==> src/rtl/mem_bus_arbiter_pkg.sv <==
// mem_bus_arbiter_pkg: LSU command/size encoding and arbiter FSM states
package mem_bus_arbiter_pkg;
    typedef enum logic [1:0] {LSU_IDLE = 2'd0, LSU_BYTE = 2'd1, LSU_HWORD = 2'd2, LSU_WORD = 2'd3} lsu_cmd_t;
    typedef enum logic [1:0] {IDLE = 2'd0, BUSY_I = 2'd1, BUSY_D = 2'd2} state_t;
endpackage

==> src/rtl/mem_bus_req_slot.sv <==
// mem_bus_req_slot: one requester's pending command register with capture, clear-on-grant and busy
module mem_bus_req_slot
    import mem_bus_arbiter_pkg::*;
#(
    parameter int ADDR_WIDTH = 32,
    parameter int DATA_WIDTH = 32
) (
    input  logic                  clk,
    input  logic                  nrst,
    input  logic [1:0]            cmd,
    input  logic [ADDR_WIDTH-1:0] addr,
    input  logic [DATA_WIDTH-1:0] wdata,
    input  logic                  rnw,
    input  logic                  owned,
    input  logic                  grant,
    output logic                  pending,
    output logic                  busy,
    output logic [ADDR_WIDTH-1:0] req_addr,
    output logic [1:0]            req_size,
    output logic [DATA_WIDTH-1:0] req_wdata,
    output logic                  req_rnw
);
    logic capture;
    // a command while the port is already busy is a protocol violation and is dropped
    assign capture = cmd != LSU_IDLE && !pending && !owned;
    assign busy    = cmd != LSU_IDLE || pending || owned;
    always_ff @(posedge clk or negedge nrst)
        if (!nrst) begin
            pending   <= 1'b0;
            req_addr  <= '0;
            req_size  <= '0;
            req_wdata <= '0;
            req_rnw   <= 1'b0;
        end else if (capture) begin
            pending   <= 1'b1;
            req_addr  <= addr;
            req_size  <= cmd;
            req_wdata <= wdata;
            req_rnw   <= rnw;
        end else if (grant)
            pending <= 1'b0;
endmodule

==> src/rtl/mem_bus_arbiter.sv <==
// mem_bus_arbiter: serialises I/D LSU commands onto one bus master port; MEM_BUS_ARB_RR_EN selects round-robin
module mem_bus_arbiter
    import mem_bus_arbiter_pkg::*;
#(
    parameter int ADDR_WIDTH = 32,
    parameter int DATA_WIDTH = 32
) (
    input  logic                  clk,
    input  logic                  nrst,
    input  logic [1:0]            i_cmd,
    input  logic [ADDR_WIDTH-1:0] i_addr,
    output logic                  i_busy,
    output logic [DATA_WIDTH-1:0] i_rdata,
    output logic                  i_err,
    input  logic [1:0]            d_cmd,
    input  logic [ADDR_WIDTH-1:0] d_addr,
    input  logic [DATA_WIDTH-1:0] d_wdata,
    input  logic                  d_rnw,
    output logic                  d_busy,
    output logic [DATA_WIDTH-1:0] d_rdata,
    output logic                  d_err,
    output logic                  o_bus_req,
    output logic [ADDR_WIDTH-1:0] o_bus_addr,
    output logic [1:0]            o_bus_size,
    output logic                  o_bus_rnw,
    output logic [DATA_WIDTH-1:0] o_bus_wdata,
    input  logic                  i_bus_ack,
    input  logic [DATA_WIDTH-1:0] i_bus_rdata,
    input  logic                  i_bus_err
);
    state_t                state;
    logic                  i_pend, d_pend, grant_i, grant_d, i_rnw_q, d_rnw_q;
    logic [ADDR_WIDTH-1:0] i_addr_q, d_addr_q;
    logic [DATA_WIDTH-1:0] i_wdata_q, d_wdata_q;
    logic [1:0]            i_size_q, d_size_q;
`ifdef MEM_BUS_ARB_RR_EN
    logic                  last_d;
    assign grant_d = state == IDLE && d_pend && (!i_pend || !last_d);
`else
    assign grant_d = state == IDLE && d_pend;
`endif
    assign grant_i = state == IDLE && i_pend && !grant_d;

    mem_bus_req_slot #(.ADDR_WIDTH(ADDR_WIDTH), .DATA_WIDTH(DATA_WIDTH)) u_slot_i (
        .clk(clk), .nrst(nrst), .cmd(i_cmd), .addr(i_addr), .wdata('0), .rnw(1'b1),
        .owned(state == BUSY_I), .grant(grant_i), .pending(i_pend), .busy(i_busy),
        .req_addr(i_addr_q), .req_size(i_size_q), .req_wdata(i_wdata_q), .req_rnw(i_rnw_q)
    );

    mem_bus_req_slot #(.ADDR_WIDTH(ADDR_WIDTH), .DATA_WIDTH(DATA_WIDTH)) u_slot_d (
        .clk(clk), .nrst(nrst), .cmd(d_cmd), .addr(d_addr), .wdata(d_wdata), .rnw(d_rnw),
        .owned(state == BUSY_D), .grant(grant_d), .pending(d_pend), .busy(d_busy),
        .req_addr(d_addr_q), .req_size(d_size_q), .req_wdata(d_wdata_q), .req_rnw(d_rnw_q)
    );

    always_ff @(posedge clk or negedge nrst)
        if (!nrst) begin
            state       <= IDLE;
            o_bus_req   <= 1'b0;
            o_bus_addr  <= '0;
            o_bus_size  <= '0;
            o_bus_rnw   <= 1'b0;
            o_bus_wdata <= '0;
            i_rdata     <= '0;
            d_rdata     <= '0;
            i_err       <= 1'b0;
            d_err       <= 1'b0;
`ifdef MEM_BUS_ARB_RR_EN
            last_d      <= 1'b0;
`endif
        end else begin
            i_err <= 1'b0;
            d_err <= 1'b0;
            if (grant_i || grant_d) begin
                state       <= grant_d ? BUSY_D : BUSY_I;
                o_bus_req   <= 1'b1;
                o_bus_addr  <= grant_d ? d_addr_q : i_addr_q;
                o_bus_size  <= grant_d ? d_size_q : i_size_q;
                o_bus_rnw   <= grant_d ? d_rnw_q : i_rnw_q;
                o_bus_wdata <= grant_d ? d_wdata_q : i_wdata_q;
`ifdef MEM_BUS_ARB_RR_EN
                last_d      <= grant_d;
`endif
            end else if (state != IDLE && i_bus_ack) begin
                state     <= IDLE;
                o_bus_req <= 1'b0;
                // erroring reads leave the requester's last good data in place
                if (state == BUSY_D) begin
                    d_err <= i_bus_err;
                    if (o_bus_rnw && !i_bus_err) d_rdata <= i_bus_rdata;
                end else begin
                    i_err <= i_bus_err;
                    if (o_bus_rnw && !i_bus_err) i_rdata <= i_bus_rdata;
                end
            end
        end
endmodule
==> config.mk <==
export PLATFORM = sky130hd
export DESIGN_NAME = mem_bus_arbiter
export DESIGN_NICKNAME = d
export VERILOG_FILES = /design/src/rtl/mem_bus_arbiter_pkg.sv /design/src/rtl/mem_bus_req_slot.sv /design/src/rtl/mem_bus_arbiter.sv
export SDC_FILE = /design/constraint.sdc
export NUM_CORES = 1
export LEC_CHECK = 0
export BUFFER_PORTS_ARGS = -buffer_cell sky130_fd_sc_hd__buf_2
export CAP_MARGIN = 25
export CORE_MARGIN = 1
export CORE_UTILIZATION = 51
export CTS_CLUSTER_SIZE = 16
export DETAILED_ROUTE_END_ITERATION = 8
export PLACE_DENSITY = 0.9
export SETUP_SLACK_MARGIN = 0.02
export SLEW_MARGIN = 20
export SYNTH_ARGS = -nofsm -noshare
export SYNTH_HDL_FRONTEND = slang
export SYNTH_SLANG_ARGS = --single-unit
==> constraint.sdc <==
create_clock -name clk -period 2.15 [get_ports clk]
set_clock_uncertainty 0.1 [all_clocks]
set_input_delay 0.3225 -clock clk [delete_from_list [all_inputs] [get_ports clk]]
set_output_delay 0.3225 -clock clk [all_outputs]
set_load 0.01 [all_outputs]
==> summary.txt <==
====================================================================================================
Part of the total power dissipated in sequential elements .............................        0.410
Overall routed net length .............................................................      25.7 mm
Detailed Place HPWL ...................................................................      14.4 mm
Clock tree from TritonCTS .............................................................         done
Final global-route overflow total .....................................................            0
Switching share of total power ........................................................        0.329
Final WS setup ........................................................................       126 ps
Post-synthesis instance total .........................................................          576
DR pass1 iterations ...................................................................            4
I/O Buffers ...........................................................................          272
Leading cell types in the layout, fill and taps excluded .............................. buf_2 (271), dfrtp_1 (238), mux2_2 (155)
Worst setup timing slack at the placement stage .......................................       181 ps
Capturing point of the worst reg2reg path ............................................. u_slot_d.req_addr[29]
Post-synthesis net count ..............................................................          713
Detailed-route vias per instance ......................................................         5.38
Min-Delay Startpoint ..................................................................    i_bus_err
P_sw ..................................................................................      6.49 mW
Worst flop-to-flop path startpoint ....................................................     state[1]
Xor-xnor portion of the synthesized cell area .........................................            0
Transition at the pin with the smallest max-transition slack ..........................       488 ps
Met2 Resource Use GR ..................................................................        0.489
Minimum setup slack among reg-to-reg paths ............................................       180 ps
Slowest stage cell on the critical path ...............................................      dfrtp_2
# Post-CTS Setup Buffers ..............................................................            0
Final Cycle Share .....................................................................        0.941
Buffers plus inverters on the worst setup path ........................................            1
DIE HEIGHT ............................................................................       135 um
PnR Total Power .......................................................................      19.7 mW
Critical path launch point ............................................................     state[1]
Die ar. ...............................................................................  18300 sq um
Final Hold Viols ......................................................................            0
Netlist cell types ....................................................................           28
Insertion delay to the later sink of the worst-skew pair ..............................       510 ps
Post-layout net count .................................................................         1128
Fraction of registers with async set/reset ............................................         1.00
Clock root buffer .....................................................................    clkbuf_16
Area growth from synthesis to layout ..................................................        43.4%
Commonest non-fill, non-tap cell in the layout ........................................        buf_2
Proportion of synthesized chip area in sequential cells ...............................        0.662
Dominant combinational cell family by area after synthesis ............................ multiplexers
Detail-routed net length per standard cell ............................................      20.8 um
Maximum clock frequency ...............................................................    0.494 GHz
Setup repair after global routing missed its margin ...................................           no
Capturing instance or port of the critical path .......................................       d_busy
Power Internal ........................................................................      13.3 mW
Min-delay worst type .................................................................. primary input to register
Clock-pin slew reported for the worst setup and hold paths after clock tree synthesis .        60 ps
Critical path peak fanout .............................................................            7
Slew headroom .........................................................................        0.675
Combinational power share .............................................................        0.362
Number of synthesis warnings ..........................................................            0
Post-synth EDFFs ......................................................................            0
Pin count of the biggest net entering global routing ..................................           66
CP Launch Type ........................................................................     register
Weighted congestion at the end of routability-driven global placement .................        0.764
Count of final setup violators ........................................................            0
Area of the core region ...............................................................  17400 sq um
Number of levels in the clock H-tree ..................................................            1
Sequential cell area ..................................................................   6010 sq um
Post-synthesis compound-gate area fraction ............................................       0.0776
Total GRT Usage .......................................................................        0.280
Overall via count from detail_route ...................................................         6635
Initial cell density of the core ......................................................        0.523
Required time worst endpoint ..........................................................      1730 ps
Number of nets still failing antenna checks after routing .............................            0
Multiplexer share of the synthesized area .............................................        0.200
MaxCap Viol Count .....................................................................            0
Most congested layer reported by global routing .......................................         met2
Clock network fraction of design power ................................................        0.228
Number of stages on the worst setup path ..............................................            4
Count of filler cells inserted in the layout ..........................................          989
Violation count after the first detailed-route iteration ..............................          224
Placement Rows ........................................................................           48
Footprint of the multi-input gates ....................................................   2930 sq um
Num CTS Buffers .......................................................................           25
Sinks on Clock Net ....................................................................          240
Crit path arrival time ................................................................      1600 ps
CP endpoint kind ......................................................................   output pin
Adder-cell area share of the yosys netlist ............................................            0
Wire length of the first global-routing pass ..........................................      39.2 mm
Post-synthesis cell area ..............................................................   9080 sq um
Syn avg cell area .....................................................................   15.8 sq um
Category of the most critical setup path .............................................. register to output pin
M1 GR Usage ...........................................................................        0.333
Simple-gate share of the synthesized area .............................................       0.0415
Count of state elements after synthesis ...............................................          240
Clock period minus worst slack ........................................................      2020 ps
Top Family by Delay on Critical Path .................................................. simple AND/OR/NAND/NOR gates
Crit path cell chain .................................................................. nor2b_1 -> nor2_1 -> nand2_1 -> buf_2
Result of the run ..................................................................... complete, no violations
Fin. max-slew vios ....................................................................            0
Leakage power summed over all cells ...................................................      6.25 nW
Number of global-route vias before repair .............................................         7250
Global Route met3 Usage ...............................................................       0.0632
Fraction of final layout cells with drive strength greater than 1 .....................        0.490
Main synth FF type ....................................................................      dfrtp_1
Post-layout utilization of the core ...................................................        0.750
Buffer levels on the longest clock path ...............................................            3
R2R depth .............................................................................            4
Sum of negative setup slack ...........................................................         0 ps
Antenna violations before repair ......................................................            1
Io pins ...............................................................................          273
Power density of the placed cells ..................................................... 1520 nW/um^2
Largest stage delay on the critical path ..............................................       460 ps
DR DRC count ..........................................................................            0
Horizontal extent of the die ..........................................................       135 um
Peak VDD IR ...........................................................................      1.04 mV
====================================================================================================
## sequential cells by signal, summed over array words and instances (netlist names)
register,flops
u_slot_d.pending,1
d_err,1
u_slot_d.req_rnw,1
o_bus_rnw,1
u_slot_d.req_size,2
u_slot_i.req_size,2
o_bus_wdata,32
o_bus_size,2
state,2
u_slot_i.req_addr,32
o_bus_addr,32
i_rdata,32
u_slot_d.req_addr,32
u_slot_d.req_wdata,32
i_err,1
o_bus_req,1
u_slot_i.req_rnw,1
u_slot_i.pending,1
d_rdata,32
## power groups by stage
stage,clock (mW),sequential [mW],combinational (mW)
2_1_floorplan,0,8.25,3.86
3_3_place_gp,0,7.88,6.52
3_5_place_dp,0,8.01,6.82
4_1_cts,4.56,7.97,7.02
5_1_grt,4.76,8.33,7.63
6_report,4.50,8.10,7.15
## cells by family after synthesis
logic type / count (synthesis)
and+or+nand+nor: 59
DFF: 240
buffers and inverters: 39
AOI/OAI and AO/OA: 77
muxes: 161
## synthesized netlist by cell type, types with 3 or more instances
master | number | area (sq um)
and2_1 | 35 | 219
buf_4 | 3 | 22.5
a221o_1 | 35 | 350
nor2_1 | 5 | 18.8
inv_1 | 4 | 15.0
mux2_2 | 155 | 1750
a22o_1 | 35 | 307
buf_2 | 16 | 80.1
mux2_1 | 6 | 67.6
dfrtp_1 | 240 | 6010
clkbuf_1 | 16 | 60.1
nand2_1 | 4 | 15.0
## worst reg2reg max path: cells and delay by family, from the launching register on
| family | cells | cell delay [ps] |
|---|---|---|
| buffers and inverters | 1 | 370 |
| multiplexers | 1 | 410 |
| AND/OR/NAND/NOR | 2 | 500 |
| flip-flops | 1 | 470 |
## worst min-delay path by stage
stage,depth (start not counted),endpoint,slack [ps]
finish,2,d_err,50
floorplan,0,d_err,-70
CTS,2,i_err,30
global route,2,d_err,40
detailed placement,1,u_slot_d.req_wdata[22],200
global placement,1,i_rdata[4],190
## what timing repair did
item | CTS | global route
endpoints found under the hold margin | 220 | 0
hold buffers | 134 | 0
resized for setup | 1 | 2
setup endpoints to repair | 1 | 2
## per-layer routing
layer	wire, um	up-vias
li1	-	2935
met1	9810	3355
met2	13100	269
met3	1700	76
met4	1070	0
met5	0	-
## final cells by class
class,count,area share
Antenna cell,1,0.000192
Clock buffer,34,0.0537
Clock inverter,10,0.0122
Inverter,4,0.00115
Multi-Input combinational cell,297,0.225
Sequential cell,240,0.462
Tap cell,225,0.0216
Timing Repair Buffer,423,0.224
## metrics by stage
stage	instances	hold WS [ps]	cell area (sq um)
2_1_floorplan	576	-73.1	9080
3_3_place_gp	1055	191	10800
3_5_place_dp	1055	202	10800
4_1_cts	1233	29.6	13000
5_1_grt	1233	44.9	13000
6_report	1234	46.5	13000
Power figures use the tool's default switching activity.
